--- src/rtl/uart_cobs_rx_pkg.sv ---
// Shared constants and state encodings for the UART/COBS receive path.
// Latency: n/a (declarations only).
// Backpressure: n/a.
package uart_cobs_rx_pkg;

    localparam logic [7:0] COBS_DELIM   = 8'h00;
    localparam logic [7:0] COBS_MAXCODE = 8'hFF;

    typedef enum logic [1:0] {SYNC, CODE, DATA} cobs_state_t;

    typedef enum logic [1:0] {RX_IDLE, RX_START, RX_BITS, RX_STOP} uart_state_t;

    // Clocks per UART bit, rounded to nearest.
    function automatic int baud_div(input int clk_hz, input int baud);
        return (clk_hz + baud / 2) / baud;
    endfunction

endpackage

--- src/rtl/uart_rx_8n1.sv ---
// 8N1 UART receiver: 2-FF synchroniser, start recheck at half bit, centre sampling.
// Latency: byte/framing strobe at the stop-bit centre (plus 2-cycle synchroniser delay).
// Backpressure: none; o_strobe / o_ferr are single-cycle pulses the consumer must take.
module uart_rx_8n1
    import uart_cobs_rx_pkg::*;
#(
    parameter int CLK_HZ = 27000000,
    parameter int BAUD   = 115200
) (
    input  logic       clk,
    input  logic       rst,
    input  logic       rxd,
    output logic [7:0] o_byte,
    output logic       o_strobe,
    output logic       o_ferr
);

    localparam int DIV   = baud_div(CLK_HZ, BAUD);
    localparam int HALF  = DIV / 2;
    localparam int CNT_W = $clog2(DIV);

    logic              rxd_meta;
    logic              rxd_sync;
    logic              rxd_prev;
    uart_state_t       st;
    logic [CNT_W-1:0]  cnt;
    logic [2:0]        bit_cnt;
    logic [7:0]        shreg;

    // Bring rxd into the clock domain; keep one extra stage for edge detection.
    always_ff @(posedge clk) begin
        if (rst) begin
            rxd_meta <= 1'b1;
            rxd_sync <= 1'b1;
            rxd_prev <= 1'b1;
        end else begin
            rxd_meta <= rxd;
            rxd_sync <= rxd_meta;
            rxd_prev <= rxd_sync;
        end
    end

    // Bit-timing FSM: a glitch shorter than half a bit is rejected in RX_START.
    always_ff @(posedge clk) begin
        if (rst) begin
            st       <= RX_IDLE;
            cnt      <= '0;
            bit_cnt  <= '0;
            shreg    <= '0;
            o_byte   <= '0;
            o_strobe <= 1'b0;
            o_ferr   <= 1'b0;
        end else begin
            o_strobe <= 1'b0;
            o_ferr   <= 1'b0;
            case (st)
                RX_IDLE: begin
                    if (rxd_prev && !rxd_sync) begin
                        st  <= RX_START;
                        cnt <= '0;
                    end
                end
                RX_START: begin
                    if (cnt == CNT_W'(HALF - 1)) begin
                        cnt     <= '0;
                        bit_cnt <= '0;
                        st      <= rxd_sync ? RX_IDLE : RX_BITS;
                    end else begin
                        cnt <= cnt + 1'b1;
                    end
                end
                RX_BITS: begin
                    if (cnt == CNT_W'(DIV - 1)) begin
                        cnt     <= '0;
                        shreg   <= {rxd_sync, shreg[7:1]};
                        bit_cnt <= bit_cnt + 1'b1;
                        if (bit_cnt == 3'd7) begin
                            st <= RX_STOP;
                        end
                    end else begin
                        cnt <= cnt + 1'b1;
                    end
                end
                RX_STOP: begin
                    if (cnt == CNT_W'(DIV - 1)) begin
                        cnt <= '0;
                        st  <= RX_IDLE;
                        if (rxd_sync) begin
                            o_byte   <= shreg;
                            o_strobe <= 1'b1;
                        end else begin
                            o_ferr <= 1'b1;
                        end
                    end else begin
                        cnt <= cnt + 1'b1;
                    end
                end
                default: st <= RX_IDLE;
            endcase
        end
    end

endmodule

--- src/rtl/uart_cobs_rx.sv ---
// UART 8N1 receiver + COBS frame decoder producing a byte stream with sof/eof/err markers.
// Latency: decoded byte 1 cycle after UART byte strobe (one extra byte slot with COBS_CHECKSUM_EN).
// Backpressure: none; every o_valid / o_eof / o_err pulse must be consumed.
// Option COBS_CHECKSUM_EN: trailing byte of each frame is a zero-sum checksum, held back and not emitted.
module uart_cobs_rx
    import uart_cobs_rx_pkg::*;
#(
    parameter  int CLK_HZ  = 27000000,
    parameter  int BAUD    = 115200,
    parameter  int MAX_LEN = 256,
    localparam int IDX_W   = $clog2(MAX_LEN)
) (
    input  logic             clk,
    input  logic             rst,
    input  logic             rxd,
    output logic [7:0]       o_data,
    output logic             o_valid,
    output logic             o_sof,
    output logic [IDX_W-1:0] o_idx,
    output logic             o_eof,
    output logic             o_err
);

    logic [7:0]       rx_byte;
    logic             rx_strobe;
    logic             rx_ferr;

    cobs_state_t      state;
    logic [7:0]       cnt;
    logic [7:0]       prev_code;
    logic             in_frame;
    logic             ovf;
    logic [IDX_W-1:0] idx;

    logic             dec_vld;
    logic [7:0]       dec_dat;
    logic             frame_close;
    logic             frame_abort;
    logic             emit_vld;
    logic [7:0]       emit_dat;
    logic             close_ok;

`ifdef COBS_CHECKSUM_EN
    logic             hold_vld;
    logic [7:0]       hold_dat;
    logic [7:0]       sum;
`endif

    uart_rx_8n1 #(
        .CLK_HZ (CLK_HZ),
        .BAUD   (BAUD)
    ) u_rx (
        .clk      (clk),
        .rst      (rst),
        .rxd      (rxd),
        .o_byte   (rx_byte),
        .o_strobe (rx_strobe),
        .o_ferr   (rx_ferr)
    );

    // Classify the current UART event: decoded byte, clean frame end, or abort.
    always_comb begin
        dec_vld     = 1'b0;
        dec_dat     = rx_byte;
        frame_close = 1'b0;
        frame_abort = 1'b0;
        if (rx_ferr) begin
            frame_abort = in_frame;
        end else if (rx_strobe) begin
            case (state)
                CODE: begin
                    if (rx_byte == COBS_DELIM) begin
                        frame_close = in_frame;
                    end else if (in_frame && prev_code != COBS_MAXCODE) begin
                        // Block boundary inside a frame stands for a zero in the payload.
                        dec_vld = 1'b1;
                        dec_dat = COBS_DELIM;
                    end
                end
                DATA: begin
                    if (rx_byte == COBS_DELIM) begin
                        frame_abort = 1'b1;
                    end else begin
                        dec_vld = 1'b1;
                    end
                end
                default: ;
            endcase
        end
`ifdef COBS_CHECKSUM_EN
        // Each byte is released only once a later decoded byte proves it is not the checksum.
        emit_vld = dec_vld && hold_vld;
        emit_dat = hold_dat;
        close_ok = !ovf && hold_vld && (sum == 8'h00);
`else
        emit_vld = dec_vld;
        emit_dat = dec_dat;
        close_ok = !ovf;
`endif
    end

    // Decoder state, frame bookkeeping and registered output strobes.
    always_ff @(posedge clk) begin
        if (rst) begin
            state     <= SYNC;
            cnt       <= '0;
            prev_code <= '0;
            in_frame  <= 1'b0;
            ovf       <= 1'b0;
            idx       <= '0;
            o_data    <= '0;
            o_valid   <= 1'b0;
            o_sof     <= 1'b0;
            o_idx     <= '0;
            o_eof     <= 1'b0;
            o_err     <= 1'b0;
`ifdef COBS_CHECKSUM_EN
            hold_vld  <= 1'b0;
            hold_dat  <= '0;
            sum       <= '0;
`endif
        end else begin
            o_valid <= 1'b0;
            o_sof   <= 1'b0;
            o_eof   <= 1'b0;
            o_err   <= 1'b0;

            if (emit_vld && !ovf) begin
                o_valid <= 1'b1;
                o_data  <= emit_dat;
                o_idx   <= idx;
                o_sof   <= (idx == '0);
                idx     <= idx + 1'b1;
                if (idx == IDX_W'(MAX_LEN - 1)) begin
                    ovf <= 1'b1;
                end
            end

`ifdef COBS_CHECKSUM_EN
            if (dec_vld) begin
                hold_vld <= 1'b1;
                hold_dat <= dec_dat;
                sum      <= sum + dec_dat;
            end
`endif

            if (frame_close) begin
                o_eof <= close_ok;
                o_err <= !close_ok;
            end
            if (frame_abort) begin
                o_err <= 1'b1;
            end
            if (frame_close || frame_abort) begin
                in_frame <= 1'b0;
                ovf      <= 1'b0;
                idx      <= '0;
`ifdef COBS_CHECKSUM_EN
                hold_vld <= 1'b0;
                sum      <= '0;
`endif
            end

            if (rx_ferr) begin
                state <= SYNC;
            end else if (rx_strobe) begin
                case (state)
                    SYNC: begin
                        if (rx_byte == COBS_DELIM) begin
                            state <= CODE;
                        end
                    end
                    CODE: begin
                        if (rx_byte != COBS_DELIM) begin
                            in_frame  <= 1'b1;
                            cnt       <= rx_byte - 8'd1;
                            prev_code <= rx_byte;
                            state     <= (rx_byte == 8'd1) ? CODE : DATA;
                        end
                    end
                    DATA: begin
                        if (rx_byte == COBS_DELIM) begin
                            state <= SYNC;
                        end else begin
                            cnt <= cnt - 8'd1;
                            if (cnt == 8'd1) begin
                                state <= CODE;
                            end
                        end
                    end
                    default: state <= SYNC;
                endcase
            end
        end
    end

endmodule
--- config.mk ---
export PLATFORM = sky130hd
export DESIGN_NAME = uart_cobs_rx
export DESIGN_NICKNAME = d
export VERILOG_FILES = /design/src/rtl/uart_cobs_rx_pkg.sv /design/src/rtl/uart_rx_8n1.sv /design/src/rtl/uart_cobs_rx.sv
export SDC_FILE = /design/constraint.sdc
export NUM_CORES = 1
export LEC_CHECK = 0
export CORE_MARGIN = 1.5
export CORE_UTILIZATION = 42
export CTS_CLUSTER_DIAMETER = 40
export CTS_CLUSTER_SIZE = 12
export DETAILED_ROUTE_END_ITERATION = 16
export PLACE_DENSITY = 0.63
export SYNTH_ARGS = -nofsm -noshare
export SYNTH_HDL_FRONTEND = slang
export SYNTH_SLANG_ARGS = --single-unit
--- constraint.sdc ---
create_clock -name clk -period 2.68 [get_ports clk]
set_input_delay 0.268 -clock clk [delete_from_list [all_inputs] [get_ports clk]]
set_output_delay 0.268 -clock clk [all_outputs]
set_load 0.005 [all_outputs]
==> results.yml <==
clocking:
  numCtsBuffers: 9
  root_buffer: "clkbuf_8"
  clkSinkCount: 82
  cts_resized: 0
  post-cts-setup-buffers: 0
  clk_latency_ns: 0.35
  cts.clk_slew.worst_paths_ns: 0.09
  cts_tree: "yes"
  cts_hold_buf: 0
  clockBufferDepth: 2
  cts_max_level: 3
place:
  io_buffers: 22
  post-dp-hpwl_mm: 5.705
  gp_congestion: 0.8870
timing:
  slew_violations: 0
  fin_worst_skew_ns: 0.01230
  rsz0062_at_grt: "no"
  final-hold-violation-count: 0
  fmax_mhz: 415.5
  worst_pin_slew_ns: 1.013
  setup_viol_count_final: 0
  finalSetupTns_ns: 0
  min_period_over_period: 0.8981
  relSlewSlack: 0.3154
  period_needed_ns: 2.407
finish:
  post-route-util: 0.4951
  fill_cells: 882
  seq_area_mm2: 0.001642
  multiInputGateArea_mm2: 0.002038
  areaGrowthSynthToFinish_pct: 12.90
  final_net_count: 503
  n_antenna_cell: 0
  drive_gt1_frac: 0.07407
yosys:
  syn-num-nets: 486
  syn_area_mm2: 0.003880
  synth-async-reset-ratio: 0
  yosysMostFrequentCell: "dfxtp_1"
  synth_common_cells: "dfxtp_1 (82), nand2_1 (63), a21oi_1 (49)"
  avgSynthCellArea_um2: 8.362
  yosysSeqAreaShare: 0.4231
  synth_seq_cells: 82
  yosys_warnings: 0
  netlist.area_leader.share: 0.4231
  synth.distinct_cells: 58
  yosys-top-cells-area: "dfxtp_1 (42%), a21oi_1 (6.3%), ha_1 (6.1%)"
  synth_edf_count: 0
  synthCells: 464
  synthFlopType: "dfxtp_1"
  yosysTopAreaCell: "dfxtp_1"
grt:
  grt_max_degree: 66
  grt-ovfl-total: 0
  grt_pass1_vias: 3049
  grt_pass1_wl_mm: 14.38
  grt_usage: 0.1800
  antenna_found_initial: 0
floorplan:
  io_pins: 23
  core_mm2: 0.008848
  row_count: 34
  dieArea_mm2: 0.009824
  start_util: 0.4385
  die_y_um: 99.12
  die_x_um: 99.12
setup_path:
  end_kind: "register"
  cp.required_ns: 2.93
  arrival_ns: 2.65
  start_kind: "register"
  critPathMaxStageDelay_ns: 0.54
  path_cells: "inv_1 > ha_1 > or4b_4 > o21ai_1 > a21o_1 > buf_4 > nor2_1 > and3_1"
  cp_max_fo: 12
  worst-path-buf-inv: 2
  crit_type: "reg2reg"
  crit_slowest_cell: "or4b_4"
  cp_top_family: "simple AND/OR/NAND/NOR gates"
status:
  status: "finished clean"
drt:
  firstDrtPassIters: 4
  drtAntennaViolNets: 0
  drt-total-wl_mm: 8.197
  drt-vias-per-instance: 5.354
  drt_iter0_drc: 122
  wl_per_cell_um: 13.80
  drc: 0
  vias: 3180
power_and_ir_drop:
  power_mw: 2.207
  powerDensity_mw_per_mm2: 503.7
  ir_drop_mv: 0.4082
  p_leak_nw: 1.597
min_path:
  hp-class: "in2reg"
job:
  cap_violations: 0
[metrics by stage]
stage	instance area [µm²]	hold WS [ns]	instances	setup slack [ns]
6_report	4380	0.3163	594	0.2732
3_5_place_dp	4177	0.4025	578	0.2859
5_1_grt	4380	0.3049	594	0.08144
2_1_floorplan	3880	0.3718	464	0.5085
3_3_place_gp	4177	0.3930	578	0.3873
4_1_cts	4380	0.3052	594	0.2846
[final timing paths]
kind | cells past startpoint | slack, ns | endpoint | from
hold / removal | 3 | 0.32 | o_eof | rst
setup reg to reg | 8 | 0.27 | o_sof | u_rx.o_byte[0]
hold reg to reg | 1 | 0.42 | u_rx.rxd_sync | u_rx.rxd_meta
setup / recovery | 8 | 0.27 | o_sof | u_rx.o_byte[0]
[worst register-to-register path, stage by stage, from the launching register on]
cell and delay, ns:
dfxtp_1 0.36, inv_1 0.13, ha_1 0.23, or4b_4 0.54
o21ai_1 0.25, a21o_1 0.32, buf_4 0.24, nor2_1 0.07
and3_1 0.18
[cells by family (layout without fill, tap and decap cells)]
logic type	count (synthesis)	in the layout	synth area share
XOR/XNOR	12	12	0.02709
AND/OR/NAND/NOR	179	179	0.2254
multiplexers	13	13	0.03354
flip-flops	82	82	0.4231
AO/OA/AOI/OAI	113	113	0.1780
buffers and inverters	46	68	0.05160
adder cells (fa/ha/maj)	19	19	0.06127
[per-layer routing]
layer | share of wire | up-vias | track usage
met5 | 0 | - | 0
met4 | 0.0078 | 0 | 0.04117
met3 | 0.036 | 8 | 0.04779
met2 | 0.46 | 60 | 0.2918
met1 | 0.50 | 1460 | 0.2418
li1 | - | 1652 | -
[placed cells by master (no fill, tap or decap), drive strengths merged, types with 6 or more instances in the layout]
master and instances:
a211oi 6, a21oi 49, a22o 7, and3 6, buf 10, clkbuf 10, clkdlybuf4s50 21, dfxtp 82
ha 19, inv 21, mux2i 13, nand2 63, nand3 21, nor2 40, nor3 11, o21ai 25
or3 7, xnor2 9
[flip-flops by register name (all words and copies together) (netlist names), 3 cells and up, named ones only]
signal	count
cnt	8
idx	8
o_data	8
o_idx	8
prev_code	8
u_rx.bit_cnt	3
u_rx.cnt	8
u_rx.o_byte	8
u_rx.shreg	8
[where the power goes]
part | switching (mW) | internal (mW) | leakage (nW)
Combinational | 0.0505 | 0.0231 | 0.842
Clock | 0.449 | 0.455 | 0.0945
Sequential | 0.00610 | 1.22 | 0.661
[area by class of cell]
type,instances,share of cell area
flip-flops and latches,82,0.3747
inverters,21,0.01799
well taps,108,0.03085
clock inverters,6,0.01514
clock buffers,10,0.03142
multi-input cells,336,0.4653
repair buffers,31,0.06455
(Power assumes the default switching activity.)
